$ cat config.mk
export PLATFORM = sky130hd
export DESIGN_NAME = ps2_key_decoder_flat
export DESIGN_NICKNAME = d
export VERILOG_FILES = /design/src/rtl/ps2_key_decoder_if.sv /design/src/rtl/ps2_key_decoder.sv /design/src/flat_wrapper.sv
export SDC_FILE = /design/constraint.sdc
export NUM_CORES = 1
export LEC_CHECK = 0
export CELL_PAD_IN_SITES_DETAIL_PLACEMENT = 0
export CELL_PAD_IN_SITES_GLOBAL_PLACEMENT = 2
export CORE_UTILIZATION = 48
export CTS_CLUSTER_DIAMETER = 80
export DETAILED_ROUTE_END_ITERATION = 6
export DONT_BUFFER_PORTS = 1
export PLACE_DENSITY_LB_ADDON = 0.1
export SYNTH_ARGS = -nofsm -noshare
export SYNTH_HDL_FRONTEND = slang
export SYNTH_SLANG_ARGS = --single-unit
$ cat constraint.sdc
create_clock -name clk -period 4.7 [get_ports clk]
set_input_delay 0.47 -clock clk [delete_from_list [all_inputs] [get_ports clk]]
set_output_delay 0.47 -clock clk [all_outputs]
set_load 0.03 [all_outputs]
$ cat src/rtl/ps2_key_decoder_if.sv
// ps2_key_decoder_if: byte input, event FIFO output and arrow-level bundle for the PS/2 key decoder
interface ps2_key_decoder_if #(parameter int DEPTH = 8);
    logic [7:0]             rx_data;
    logic                   read_data;
    logic                   ev_pop;
    logic                   ev_valid;
    logic [9:0]             ev_data;
    logic [$clog2(DEPTH):0] ev_count;
    logic                   overflow;
    logic                   key_up;
    logic                   key_down;
    logic                   key_left;
    logic                   key_right;

    modport master (
        output rx_data, read_data, ev_pop,
        input  ev_valid, ev_data, ev_count, overflow, key_up, key_down, key_left, key_right
    );

    modport slave (
        input  rx_data, read_data, ev_pop,
        output ev_valid, ev_data, ev_count, overflow, key_up, key_down, key_left, key_right
    );
endinterface

$ cat src/rtl/ps2_key_decoder.sv
// ps2_key_decoder: strips PS/2 prefix bytes, queues make/break events in a FWFT FIFO, tracks arrow keys
module ps2_key_decoder #(
    parameter int DEPTH          = 8,
    parameter int TIMEOUT_CYCLES = 2_000_000
) (
    input logic               clk,
    input logic               reset,
    ps2_key_decoder_if.slave  bus
);
    localparam int AW = $clog2(DEPTH);
    localparam int TW = $clog2(TIMEOUT_CYCLES + 1);
    localparam logic [TW-1:0] TMAX = TW'(TIMEOUT_CYCLES);

    localparam logic [2:0] IDLE    = 3'd0;
    localparam logic [2:0] EXT     = 3'd1;
    localparam logic [2:0] BRK     = 3'd2;
    localparam logic [2:0] EXT_BRK = 3'd3;
    localparam logic [2:0] PAUSE   = 3'd4;

    logic [2:0]    state, cur, nstate;
    logic [2:0]    skip, nskip;
    logic [TW-1:0] idle_cnt;
    logic          timed_out;
    logic [7:0]    b;
    logic          junk, fake;
    logic          push;
    logic [9:0]    ev;
    logic [9:0]    mem [DEPTH];
    logic [AW-1:0] wr_ptr, rd_ptr;
    logic [AW:0]   count;
    logic          full, do_pop, do_push, overflow;
    logic [3:0]    keys;

    assign b         = bus.rx_data;
    assign timed_out = (state != IDLE) && (idle_cnt == TMAX);
    assign junk      = b inside {8'h00, 8'hAA, 8'hEE, 8'hFA, 8'hFC, 8'hFE, 8'hFF};
    assign fake      = (b == 8'h12) || (b == 8'h59);

    // Next-state and event decode; a timed-out prefix is treated as IDLE so a same-cycle byte decodes fresh
    always_comb begin
        cur    = timed_out ? IDLE : state;
        nstate = cur;
        nskip  = skip;
        push   = 1'b0;
        ev     = {2'b00, b};
        if (bus.read_data) begin
            case (cur)
                IDLE: begin
                    nstate = (b == 8'hE0) ? EXT : (b == 8'hF0) ? BRK : (b == 8'hE1) ? PAUSE : IDLE;
                    nskip  = (b == 8'hE1) ? 3'd7 : skip;
                    push   = (nstate == IDLE) && !junk;
                end
                EXT: begin
                    nstate = (b == 8'hF0) ? EXT_BRK : IDLE;
                    push   = (b != 8'hF0) && !fake;
                    ev     = {2'b10, b};
                end
                BRK: begin
                    nstate = IDLE;
                    push   = (b != 8'hE0) && (b != 8'hF0);
                    ev     = {2'b01, b};
                end
                EXT_BRK: begin
                    nstate = IDLE;
                    push   = !fake;
                    ev     = {2'b11, b};
                end
                PAUSE: begin
                    nskip  = skip - 1'b1;
                    push   = (skip == 3'd1);
                    nstate = push ? IDLE : PAUSE;
                    ev     = 10'h277;
                end
                default: nstate = IDLE;
            endcase
        end
    end

    // Prefix FSM and saturating idle-cycle counter
    always_ff @(posedge clk or negedge reset) begin
        if (!reset) begin
            state    <= IDLE;
            skip     <= '0;
            idle_cnt <= '0;
        end else begin
            state    <= nstate;
            skip     <= nskip;
            idle_cnt <= bus.read_data ? '0 : (idle_cnt == TMAX) ? idle_cnt : idle_cnt + 1'b1;
        end
    end

    // Arrow levels follow every decoded event, independent of whether the FIFO accepted it
    always_ff @(posedge clk or negedge reset) begin
        if (!reset) begin
            keys <= '0;
        end else begin
            keys[3] <= (push && ev[9] && ev[7:0] == 8'h75) ? !ev[8] : keys[3];
            keys[2] <= (push && ev[9] && ev[7:0] == 8'h72) ? !ev[8] : keys[2];
            keys[1] <= (push && ev[9] && ev[7:0] == 8'h6B) ? !ev[8] : keys[1];
            keys[0] <= (push && ev[9] && ev[7:0] == 8'h74) ? !ev[8] : keys[0];
        end
    end

    assign full    = (count == (AW+1)'(DEPTH));
    assign do_pop  = bus.ev_pop && (count != '0);
    assign do_push = push && (!full || do_pop);

    // Circular event FIFO; a pop frees the slot a same-cycle push needs when full
    always_ff @(posedge clk or negedge reset) begin
        if (!reset) begin
            for (int i = 0; i < DEPTH; i++) mem[i] <= '0;
            wr_ptr   <= '0;
            rd_ptr   <= '0;
            count    <= '0;
            overflow <= 1'b0;
        end else begin
            if (do_push) mem[wr_ptr] <= ev;
            wr_ptr   <= do_push ? wr_ptr + 1'b1 : wr_ptr;
            rd_ptr   <= do_pop ? rd_ptr + 1'b1 : rd_ptr;
            count    <= count + (AW+1)'(do_push) - (AW+1)'(do_pop);
            overflow <= overflow || (push && !do_push);
        end
    end

    assign bus.ev_valid  = (count != '0);
    assign bus.ev_data   = mem[rd_ptr];
    assign bus.ev_count  = count;
    assign bus.overflow  = overflow;
    assign bus.key_up    = keys[3];
    assign bus.key_down  = keys[2];
    assign bus.key_left  = keys[1];
    assign bus.key_right = keys[0];
endmodule

$ cat src/flat_wrapper.sv
// flat-port wrapper written by rule: the top's interface ports become plain ports
module ps2_key_decoder_flat 
#(
    parameter int DEPTH          = 8,
    parameter int TIMEOUT_CYCLES = 2_000_000
)
  (clk, reset, bus_rx_data, bus_read_data, bus_ev_pop, bus_ev_valid, bus_ev_data, bus_ev_count, bus_overflow, bus_key_up, bus_key_down, bus_key_left, bus_key_right);
  ps2_key_decoder_if #(.DEPTH(DEPTH)) bus_i ();
  input logic clk;
  input logic reset;
  input wire logic [$bits(bus_i.rx_data)-1:0] bus_rx_data;
  input wire logic [$bits(bus_i.read_data)-1:0] bus_read_data;
  input wire logic [$bits(bus_i.ev_pop)-1:0] bus_ev_pop;
  output wire logic [$bits(bus_i.ev_valid)-1:0] bus_ev_valid;
  output wire logic [$bits(bus_i.ev_data)-1:0] bus_ev_data;
  output wire logic [$bits(bus_i.ev_count)-1:0] bus_ev_count;
  output wire logic [$bits(bus_i.overflow)-1:0] bus_overflow;
  output wire logic [$bits(bus_i.key_up)-1:0] bus_key_up;
  output wire logic [$bits(bus_i.key_down)-1:0] bus_key_down;
  output wire logic [$bits(bus_i.key_left)-1:0] bus_key_left;
  output wire logic [$bits(bus_i.key_right)-1:0] bus_key_right;
  assign bus_i.rx_data = bus_rx_data;
  assign bus_i.read_data = bus_read_data;
  assign bus_i.ev_pop = bus_ev_pop;
  assign bus_ev_valid = bus_i.ev_valid;
  assign bus_ev_data = bus_i.ev_data;
  assign bus_ev_count = bus_i.ev_count;
  assign bus_overflow = bus_i.overflow;
  assign bus_key_up = bus_i.key_up;
  assign bus_key_down = bus_i.key_down;
  assign bus_key_left = bus_i.key_left;
  assign bus_key_right = bus_i.key_right;
  ps2_key_decoder #(.DEPTH(DEPTH), .TIMEOUT_CYCLES(TIMEOUT_CYCLES)) u_core (.clk(clk), .reset(reset), .bus(bus_i));
endmodule
==> summary.txt <==
STA
  – Clock skew: 0.00807 ns
  – Fin crit period: between 3 and 4 ns
  – Setup TNS: 0 ns
  – Fmax achieved: 282 MHz
  – RSZ-0062 raised after global routing: false
  – Final period util: 0.755
  – Setup-failing EPs final: 0
  – Final Max Slew Viols: 0
  – Hold WS: -0.0270 ns
  – Max-slew headroom: 0.273
  – Actual slew at the worst max-slew pin: around 1.1 ns
  – Final Hold Fails: 8

Routing
  – Met3 routed WL: 538 um
  – WL final: between 10 and 15 mm
  – Via/cell ratio: approximately 5.7
  – Wire per inst: approximately 19 um
  – DR vias: between 3000 and 4000
  – Top Metal Used: met4
  – DRT antenna net count: 0
  – Post-route DRC: 0
  – Routed met1 length: ~6.1 mm
  – Count of TritonRoute iterations in the first routing pass: 4
  – Metal2 WL: just over 6 mm
  – DR iter-0 viols: 190

Run status
  – Failing checks: negative hold slack
  – Run status: finished, violations left

Die
  – I/O pin count: 32
  – Die footprint: roughly 0.014 mm2
  – Core Region: around 0.013 mm2
  – Row count: 41
  – Die X: between 100 and 150 um
  – Die H: roughly 120 um
  – Starting density of the core: 0.497

Clock tree
  – Root Buffer: clkbuf_16
  – Setup Buffers After CTS: 0
  – Clock-pin slew on the worst setup and hold paths: about 0.06 ns
  – Post-CTS sizing: 0
  – CTS Hold Bufs: 1
  – CTS Buffer Depth: 2
  – Inserted Clock Buffers: 17
  – Worst skew pair latency: roughly 0.41 ns
  – Clock Sinks: roughly 120
  – CTS tree: yes
  – H-tree levels: 4

Synth
  – #FFs+latches synth: ~120
  – Post-synth EDFFs: 0
  – Post-synthesis compound-gate area fraction: 0.0627
  – Avg Synthesized Cell Area: about 13 um2
  – Main flop type after synthesis: dfrtp_1
  – Largest family of logic cells by synthesized area: multiplexers
  – Synth Warn #: 0
  – Cells after Synth: about 500
  – Simple-gate share of the synthesized area: 0.116
  – Sequential share of the synthesized area: 0.483
  – XOR/XNOR Fraction of Synth Area: 0.0332
  – Post-synthesis adder-cell area fraction: 0.0269
  – Mux share of post-synthesis cell area: 0.240
  – Netlist cell types: 64
  – Async SR Flop Fraction: 1.00
  – Post-synthesis cell area: 0.00633 mm2
  – Synthesized Nets: about 520

Critical path
  – FF-to-FF setup slack: 1.15 ns
  – Worst EP required: 4.99 ns
  – RR Startpoint: u_core.bus.ev_count[2]
  – Crit Path Max Fanout: 10
  – Crit path DAT: approximately 3.8 ns
  – Critical Path End Type: flip-flop
  – Beginning of the critical path: u_core.bus.ev_count[2]
  – Worst Setup Start Kind: flip-flop
  – Setup Crit Path Kind: reg2reg

Placement
  – Global placement routability congestion: between 0.7 and 0.8
  – DP Wirelength: around 8.5 mm
  – Port Buffers: 0

Power and ir drop
  – Lkg Pwr: 0.00295 uW
  – VDD IR max: 0.498 mV
  – Pwr dens: around 640 mW/mm2

GRT
  – GRT Total Usage: 0.214
  – Total grt overflow: 0
  – First-pass GRT wire length: roughly 21 mm
  – Number of antenna violations at the first check in global routing: 0
  – Vias in the first global route: 3895
  – Largest net degree at the start of global routing: ~120

Cells and area
  – Area of the multi-input gates: slightly above 0.003 mm2
  – Share of layout cells above drive strength 1: 0.330
  – FILL cells: roughly 1100
  – Commonest non-fill, non-tap cells in the layout: 122 x dfrtp_1, 92 x mux2_2, 31 x nor2_1
  – Register area: 0.00305 mm2
  – Area grow syn2layout: 11.1%
  – Diodes inserted: 0
  – Commonest non-fill, non-tap cell in the layout: dfrtp_1
  – Nets: 521

Job
  – Max Cap Violations: 0

Worst hold path
  – Min-delay worst type: in2async
layout make-up:
| cell class | instances | area share |
|---|---|---|
| Multi-Input combinational cell | 335 | 0.431 |
| Clock buffer | 17 | 0.0606 |
| Sequential cell | 122 | 0.435 |
| Inverter | 16 | 0.00855 |
| Tap cell | 172 | 0.0306 |
| Clock inverter | 15 | 0.0274 |
| Timing Repair Buffer | 4 | 0.00712 |
power by group:
part / total (uW) / switching (uW) / internal (uW)
clock network: 1340 / 495 / 842
registers: 1750 / 338 / 1410
logic: 1400 / 660 / 744
total: 4490 / 1490 / 3000
registers in the layout, summed over array words and instances, names as in the netlist, 3 cells and up:
| register | flops |
|---|---|
| u_core.bus.ev_count | 4 |
| u_core.skip | 3 |
| u_core.keys | 4 |
| u_core.state | 3 |
| u_core.mem | 80 |
| u_core.rd_ptr | 3 |
| u_core.wr_ptr | 3 |
| u_core.idle_cnt | 21 |
cell usage after synthesis (2+ instances only):
cell type / n / area share
a2111oi_4: 2 / 0.0087
a211oi_2: 2 / 0.0040
a21boi_0: 3 / 0.0036
a21oi_1: 9 / 0.0071
a21oi_2: 4 / 0.0055
and2_2: 2 / 0.0024
and3_1: 3 / 0.0030
and4_1: 4 / 0.0055
buf_1: 2 / 0.0012
buf_4: 5 / 0.0059
buf_6: 2 / 0.0036
clkbuf_1: 8 / 0.0047
clkbuf_8: 4 / 0.0087
dfrtp_1: 122 / 0.48
ha_1: 12 / 0.024
inv_1: 16 / 0.0095
mux2_2: 92 / 0.16
mux2_4: 2 / 0.0047
mux4_2: 20 / 0.071
nand2_1: 27 / 0.016
nand2b_1: 12 / 0.012
nand3_1: 12 / 0.0095
nand3b_1: 3 / 0.0036
nand4_1: 8 / 0.0079
nand4b_1: 3 / 0.0042
nor2_1: 31 / 0.018
nor2b_1: 3 / 0.0030
nor3_1: 5 / 0.0040
nor4_1: 4 / 0.0040
nor4b_1: 2 / 0.0028
o2111ai_1: 2 / 0.0028
o21ai_0: 11 / 0.0087
o31ai_1: 2 / 0.0024
or2_2: 2 / 0.0020
or3_1: 5 / 0.0049
or4_1: 2 / 0.0024
xnor2_1: 7 / 0.0097
xor2_1: 17 / 0.024
routing by layer:
metal,up-vias,global-route usage
met1,2000,0.291
met3,15,0.0561
met4,0,0.0835
met5,-,0
met2,73,0.328
li1,1820,-
path summary, 6_finish.rpt:
kind | to | cells past startpoint
setup / recovery | u_core.mem[51] | 8
setup reg to reg | u_core.mem[51] | 8
min in group clk | u_core.idle_cnt[0] | 1
max in group asynchronous | u_core.idle_cnt[9] | 1
hold / removal | u_core.skip[2] | 1
hold reg to reg | u_core.mem[42] | 1
critical path, cell delays in order, from the launching register on:
cell,delay (ns)
dfrtp_1,0.52
inv_1,0.15
ha_1,0.23
or2b_2,0.32
a311o_1,0.37
a21oi_1,0.12
o21ai_1,0.37
a2111oi_4,0.94
mux2_2,0.42
through the flow:
stage	setup WS (ns)	instance area, um2	total power [uW]	cells	utilization
after floorplan	1.78	6330	2930	498	-
after global placement	1.13	6380	3110	648	0.501
after detailed placement	1.11	6380	3160	648	0.501
after CTS	1.08	7030	4550	681	0.552
after global routing	0.927	7030	4760	681	0.552
final	1.15	7030	4490	681	0.552
kinds of logic after synthesis:
logic type | Yosys count
flops | 122
buf+inv | 41
xor+xnor | 24
mux | 114
fa+ha+maj | 13
compound gates | 49
simple gates | 135
Power figures use the tool's default switching activity.
